`src/rtl/vga_pkg.sv`:
```
// Shared VGA/game definitions: screen selector states and game-flow defaults.
package vga_pkg;

    // Screen currently driving the VGA image mux
    typedef enum logic [1:0] {
        START    = 2'd0,
        GAME     = 2'd1,
        PLAYER_1 = 2'd2,
        PLAYER_2 = 2'd3
    } state;

    // Points at which a player wins the round
    localparam int WIN_POINTS_DEF  = 10;

    // Frames a win screen stays up before returning to the menu
    localparam int HOLD_FRAMES_DEF = 300;

endpackage

```
`src/rtl/btn_sync_edge.sv`:
```
// Two-flop synchroniser for a raw push button followed by a rising-edge
// detector; emits a single-cycle pulse per press. Reusable for any button.
module btn_sync_edge (
    input  logic clk,
    input  logic rst_n,
    input  logic btn_i,
    output logic pulse_o
);

    logic sync1_q;
    logic sync2_q;
    logic prev_q;

    // Bring the button into the clock domain and remember the last synced level
    always_ff @(posedge clk or negedge rst_n) begin
        if (!rst_n) begin
            sync1_q <= 1'b0;
            sync2_q <= 1'b0;
            prev_q  <= 1'b0;
        end else begin
            sync1_q <= btn_i;
            sync2_q <= sync1_q;
            prev_q  <= sync2_q;
        end
    end

    assign pulse_o = sync2_q & ~prev_q;

endmodule

```
`src/rtl/game_state_ctrl.sv`:
```
// Game-flow controller: chooses which screen the VGA selector shows and
// only commits a change on a vsync rising edge so images never tear.
module game_state_ctrl
    import vga_pkg::*;
#(
    parameter int WIN_POINTS  = WIN_POINTS_DEF,
    parameter int HOLD_FRAMES = HOLD_FRAMES_DEF
) (
    input  logic       clk,
    input  logic       rst_n,
    input  logic       vsync,
    input  logic       btn_start,
    input  logic [3:0] points_p1,
    input  logic [3:0] points_p2,
    output state       screen,
    output logic       game_rst,
    output logic       screen_chg
);

    localparam logic [3:0]  WinThr   = WIN_POINTS[3:0];
    localparam logic [15:0] HoldLast = 16'(HOLD_FRAMES - 1);

    state        screen_q, screen_d;
    logic        vsync_q;
    logic        start_req_q, start_req_d;
    logic [15:0] hold_cnt_q, hold_cnt_d;
    logic        game_rst_q, game_rst_d;
    logic        screen_chg_q, screen_chg_d;
    logic        tick;
    logic        press;

    btn_sync_edge u_start_btn (
        .clk     (clk),
        .rst_n   (rst_n),
        .btn_i   (btn_start),
        .pulse_o (press)
    );

    assign tick = vsync & ~vsync_q;

    // Register the screen, the pending start request, the win-hold counter and the pulses
    always_ff @(posedge clk or negedge rst_n) begin
        if (!rst_n) begin
            screen_q     <= START;
            vsync_q      <= 1'b0;
            start_req_q  <= 1'b0;
            hold_cnt_q   <= 16'd0;
            game_rst_q   <= 1'b0;
            screen_chg_q <= 1'b0;
        end else begin
            screen_q     <= screen_d;
            vsync_q      <= vsync;
            start_req_q  <= start_req_d;
            hold_cnt_q   <= hold_cnt_d;
            game_rst_q   <= game_rst_d;
            screen_chg_q <= screen_chg_d;
        end
    end

    // Decide the next screen; every change except recovery waits for a frame tick
    always_comb begin
        screen_d    = screen_q;
        start_req_d = start_req_q;
        hold_cnt_d  = hold_cnt_q;
        game_rst_d  = 1'b0;

        case (screen_q)
            START: begin
                if (tick && start_req_q) begin
                    screen_d    = GAME;
                    start_req_d = 1'b0;
                    game_rst_d  = 1'b1;
                end else if (press) begin
                    start_req_d = 1'b1;
                end
            end
            GAME: begin
                start_req_d = 1'b0;
                if (tick) begin
                    if (points_p1 >= WinThr) begin
                        screen_d   = PLAYER_1;
                        hold_cnt_d = 16'd0;
                    end else if (points_p2 >= WinThr) begin
                        screen_d   = PLAYER_2;
                        hold_cnt_d = 16'd0;
                    end
                end
            end
            PLAYER_1, PLAYER_2: begin
                start_req_d = 1'b0;
                if (tick) begin
                    if (hold_cnt_q == HoldLast) begin
                        screen_d   = START;
                        hold_cnt_d = 16'd0;
                    end else begin
                        hold_cnt_d = hold_cnt_q + 16'd1;
                    end
                end
            end
            default: begin
                screen_d    = START;
                start_req_d = 1'b0;
                hold_cnt_d  = 16'd0;
            end
        endcase

        screen_chg_d = (screen_d != screen_q);
    end

    assign screen     = screen_q;
    assign game_rst   = game_rst_q;
    assign screen_chg = screen_chg_q;

endmodule

```
`config.mk`:
```
export PLATFORM = sky130hd
export DESIGN_NAME = game_state_ctrl
export DESIGN_NICKNAME = d
export VERILOG_FILES = /design/src/rtl/vga_pkg.sv /design/src/rtl/btn_sync_edge.sv /design/src/rtl/game_state_ctrl.sv
export SDC_FILE = /design/constraint.sdc
export NUM_CORES = 1
export LEC_CHECK = 0
export BUFFER_PORTS_ARGS = -buffer_cell sky130_fd_sc_hd__buf_2
export CORE_UTILIZATION = 59
export CTS_BUF_LIST = sky130_fd_sc_hd__clkbuf_2
export CTS_CLUSTER_SIZE = 30
export DETAILED_ROUTE_END_ITERATION = 7
export PLACE_DENSITY = 0.81
export SLEW_MARGIN = 10
export SYNTH_ARGS = -nofsm -noshare
export SYNTH_HDL_FRONTEND = slang
export SYNTH_SLANG_ARGS = --single-unit
```
`constraint.sdc`:
```
create_clock -name clk -period 2.6 [get_ports clk]
set_clock_uncertainty 0.15 [all_clocks]
set_input_delay 0.39 -clock clk [delete_from_list [all_inputs] [get_ports clk]]
set_output_delay 0.39 -clock clk [all_outputs]
set_load 0.03 [all_outputs]
```
## Word-level counts from Yosys, hierarchy flattened

Index checks and enable logic that the tools add are counted.
W data, S select, Z words.

| word-level totals | value |
|---|---|
| output and inout bits | 4 |
| register bits | 25 |
| logic and storage cells | 49 |

| cells by class | value |
|---|---|
| $add $sub $neg | 1 |
| equal/unequal tests | 9 |
| $lt $le $gt $ge | 2 |
| bitwise operators | 4 |
| multiplexer cells | 18 |
| reduce and logical (&&, ||, !) cells | 6 |

Operator list:

| kind | number |
|---|---|
| $mux W16 | 5 |
| $pmux W16 S2 | 1 |
| $add A16 B1 Y16 const B | 1 |
| $eq A16 B9 Y1 const B | 1 |
| $mux W2 | 6 |
| $ge A4 B4 Y1 const B | 2 |
| $ne A3 B3 Y1 const B | 2 |
| $pmux W2 S3 | 1 |
| $eq A2 B2 Y1 const B | 2 |
| $mux W1 | 4 |
| $ne A2 B2 Y1 const B | 2 |
| $reduce_and A4 Y1 | 1 |
| $reduce_or A3 Y1 | 1 |
| $and A1 B1 Y1 | 2 |
| $eq A2 B1 Y1 const B | 1 |
| $logic_not A2 Y1 | 1 |
| $ne A2 B2 Y1 | 1 |
| $not A1 Y1 | 2 |
| $pmux W1 S2 | 1 |
| $reduce_bool A2 Y1 | 1 |
| $reduce_or A2 Y1 | 1 |
| $logic_and A1 B1 Y1 | 1 |

## Depth between registers and ports, before layout

| depth | value |
|---|---|
| depth after elaboration | 6 |
| depth in mapped cells | 6 |
| gate-level depth less buffers | 5 |

## Hierarchy

A second synthesis with hierarchy kept.

| second synthesis, totals | value |
|---|---|
| cells, all modules | 132 |
| area total of the unflattened synthesis | 1,273.7 um2 |

Modules (own cells, without submodules):

| module | area an instance (um2) | times used | cells an instance | sequential area each (um2) |
|---|---|---|---|---|
| game_state_ctrl | 1,184.9 | 1 | 128 | 550.5 |
| btn_sync_edge | 88.8 | 1 | 4 | 75.1 |

## Worst setup path after synthesis

No wires, ideal clock.

| timing path | value |
|---|---|
| path type | reg-to-reg |
| start | reg screen_q[0] (netlist: screen[0]) |
| end | reg hold_cnt_q[6] |
| library setup time | 0.077 ns |
| buffers on the path | 1 |
| stages on the path, launching flop included | 6 |
| setup slack | 0.666 ns |
| data arrival time | 1.706 ns |
| cells stage by stage | dfrtp_1 > o211a_1 > o31ai_2 > clkbuf_1 > or3_2 > a21oi_1 |

| on the way | value |
|---|---|
| cells in the longest elaborated chain, start to end | 4 |
| elaborated cells on any way between the ends | 10 |
| those cells by class | eq/ne (6); mux (1); reduce/logical (3) |

RTL lines:

| what | line | source |
|---|---|---|
| start, declared | game_state_ctrl.sv:23 | `state screen_q, screen_d;` |
| start signal, assigned | game_state_ctrl.sv:51 | `screen_q <= screen_d;` |
| $eq A2 B2 Y1 | game_state_ctrl.sv:67 | `case (screen_q)` |
| $reduce_or A2 Y1 | game_state_ctrl.sv:67 |  |
| $ne A2 B2 Y1 (no source line) or $reduce_bool A2 Y1 (tied branches) | -- |  |
| $reduce_and A4 Y1 (no source line) | -- |  |
| end signal, assigned | game_state_ctrl.sv:54 | `hold_cnt_q <= hold_cnt_d;` |
| end, declared | game_state_ctrl.sv:26 | `logic [15:0] hold_cnt_q, hold_cnt_d;` |

Several ways; a longest one is shown, not always the timed one.
A chain may end at the register's enable or synchronous reset.

## Final worst setup path

| timing path | value |
|---|---|
| start | in vsync |
| end | reg hold_cnt_q[13] |

| on the way | value |
|---|---|
| cells in the longest elaborated chain, start to end | 3 |
| elaborated cells on any way between the ends | 4 |
| those cells by class | eq/ne (2); bitwise (1); reduce/logical (1) |

RTL lines:

| what | line | source |
|---|---|---|
| start, declared | game_state_ctrl.sv:11 | `input logic vsync,` |
| $and A1 B1 Y1 (*) | game_state_ctrl.sv:39 | `assign tick = vsync & ~vsync_q;` |
| $ne A2 B2 Y1 (no source line) | -- |  |
| $reduce_and A4 Y1 (no source line) (*) | -- |  |

Mark *: on every way between the ends. The rest lies on a longest branch, timed or not.

==> impl_metrics.toml <==
[clock_network]
cts_buffers = 3
h-tree-depth = 1
clk_latency_ns = 0.34
clk_pin_slew_ns = 0.22
clock_sinks = 25
cts_setup_buffers = 0
cts_root_buf = "clkbuf_2"
cts_tree = "done"
clockBufferDepth = 2

[setup_path]
path_cells = "dlygate4sd3_1 -> buf_2 -> nor2b_2 -> o31ai_2 -> buf_4 -> or4_1 -> a21oi_1"
critPathMaxStageDelay_ns = 0.54
r2r_slack_ns = 0.44
cp.arrival_ns = 2.32
criticalPathCategory = "in -> reg"
cp_slowest_cell = "dlygate4sd3_1"
r2r-start = "hold_cnt_q[0]"
rr_endpoint = "screen_chg"
cp.required_ns = 2.73
r2r_cells = 6
cp-start-kind = "primary input"
worstPathMaxFanout = 26
cp-end-kind = "flip-flop"

[floorplanning]
die_h_um = 48.4
core-area_mm2 = 0.00200
dieArea_mm2 = 0.00234
dieWidth_um = 48.4
io-pin-count = 16
floorplan.initialDensity_pct = 63.4
std_cell_rows = 16

[synthesis]
synth.distinct_cells = 36
syn_inst = 128
synth-edff-count = 0
yosysSeqAreaShare_pct = 49.3
netlist_area_mm2 = 0.00127
synth_async_sr_flop_share_pct = 100
ys_ff_latch = 25
yosys_warnings = 0
ys.flop_type = "dfrtp_1"
synth.avg_cell_area_um2 = 9.92
synth_fp_nets = 141

[route]
drt_pass1_iterations = 4
drt_wl_total_um = 2600
num_vias = 1127
drc = 0
post_drt_via_cell_ratio = 6.48
drtIter0Drc = 29
ant_nets = 0
drt-wirelength-per-cell_um = 14.9

[worst_hold_path]
hold_path.class = "reg -> reg"
hold_start = "u_start_btn.sync1_q"
min_to = "u_start_btn.sync2_q"
min_path_cells = 0

[placement]
gp_congestion = 0.791
io_buffers = 13
placed_cells_incl_taps = 167
hpwl_um = 1810

[grt]
met3_usage_pct = 3.77
grt_use_met2_pct = 39.7
grt_overflow = 0
grt_pass1_vias = 1039
track_usage_pct = 24.1
top_usage_layer = "met2"
grt_start_max_net_pins = 27
grt_pass1_wl_um = 4420
met1_usage_pct = 32.6
antenna_found_initial = 0

[sta]
rsz0062_at_grt = "false"
worstMarginPinSlew_ns = 0.549
drv_slew = 0
fin_tns_setup_ns = 0
max_clock_freq_mhz = 455
slew_headroom_pct = 63.4
hold_viol = 0
period_share_pct = 84.5
setup_viol = 0
period_minus_slack_ns = 2.20

[final_layout]
diodes = 0
area_delta_synth_final_pct = 11.1
layout-drive-gt1-share_pct = 17.7
fin_nets = 161
fill_cells = 160
fin_util_pct = 70.5
fin_cells = 174

[status]
outcome = "complete, no violations"

[job]
drv_cap = 0

[pwr]
ir_worst_vdd_mv = 0.620
power.leakage_nw = 0.603
power_mw = 0.852
power.density_mw_per_mm2 = 603
==> cell type report <==
| cell class | instances | area, µm² | share of cell area [%] |
|---|---|---|---|
| Clock buffer | 3 | 15.0 | 1.06 |
| Clock inverter | 1 | 5.00 | 0.355 |
| Inverter | 6 | 22.5 | 1.60 |
| Multi-Input combinational cell | 93 | 592 | 41.9 |
| Sequential cell | 25 | 626 | 44.3 |
| Tap cell | 27 | 33.8 | 2.39 |
| Timing Repair Buffer | 19 | 118 | 8.33 |
==> Yosys cell counts (2+ instances only) <==
library cell  number  area, µm²
nor4b_1            3       26.3
o31ai_1            7       52.6
and3_1             2       12.5
o211ai_1           2       15.0
buf_4              2       15.0
or3_1              4       25.0
nand2_1           10       37.5
o211a_1            2       20.0
nor2_1             2       7.51
nor3_1             4       20.0
inv_1              6       22.5
nand3_1            6       30.0
a21oi_1           15       75.1
nand4_1            4       25.0
or4_1              7       52.6
o21ai_0            8       40.0
dfrtp_1           25        626
==> cell families after synthesis <==
group | Yosys count | synth area share, %
compound gates | 39 | 19.8
buf+inv | 10 | 4.14
flops | 25 | 49.3
fa+ha+maj | 1 | 0.985
simple gates | 53 | 25.8
==> critical path, delay by kind of cell <==
family,cells,cell delay [ns]
AND/OR/NAND/NOR,2,0.78
buffers and inverters,3,0.88
AO/OA/AOI/OAI,2,0.27
==> layout by cell type (no fill, tap or decap), types with 3 or more instances in the layout <==
cell,count
a21oi_1,15
buf_2,13
buf_4,3
clkbuf_2,3
dfrtp_1,25
dlygate4sd3_1,3
inv_1,6
nand2_1,10
nand3_1,6
nand4_1,4
nor3_1,4
nor4b_1,3
o21ai_0,8
o31ai_1,7
or3_1,4
or4_1,7
==> layer usage <==
metal / vias up / part of all wire [%]
li1: 536 / -
met1: 557 / 46
met2: 29 / 48
met3: 5 / 4.4
met4: 0 / 1.3
met5: - / 0
==> worst max-delay path by stage <==
stage	from	slack, ns	end
2_1_floorplan	screen[0]	0.67	hold_cnt_q[6]
3_3_place_gp	hold_cnt_q[0]	0.53	screen_chg
3_5_place_dp	hold_cnt_q[0]	0.50	screen_chg
4_1_cts	vsync	0.44	hold_cnt_q[13]
5_1_grt	vsync	0.32	hold_cnt_q[9]
6_report	vsync	0.40	hold_cnt_q[13]
==> metrics by stage <==
step | hold WS, ns | setup slack, ns | cell area [µm²]
2_1_floorplan | -0.0556 | 0.666 | 1270
3_3_place_gp | 0.192 | 0.529 | 1360
3_5_place_dp | 0.186 | 0.499 | 1360
4_1_cts | 0.242 | 0.441 | 1410
5_1_grt | 0.252 | 0.318 | 1410
6_report | 0.238 | 0.404 | 1410
==> power by group <==
group / internal (mW) / leakage (nW) / switching, mW
clock network: 0.0349 / 0.0164 / 0.109
registers: 0.433 / 0.328 / 0.0758
logic: 0.0771 / 0.258 / 0.121
total: 0.545 / 0.603 / 0.307
==> registers in the layout, summed over array words and instances (netlist names) <==
register             cells
hold_cnt_q              16
screen                   2
game_rst                 1
screen_chg               1
start_req_q              1
u_start_btn.prev_q       1
u_start_btn.sync1_q      1
u_start_btn.sync2_q      1
vsync_q                  1
==> repair_timing <==
action	4_1_cts	5_1_grt
gates resized for setup	0	0
endpoints found under the hold margin	27	0
hold buffers	3	0
No activity file was read; power rests on OpenSTA's default activity.
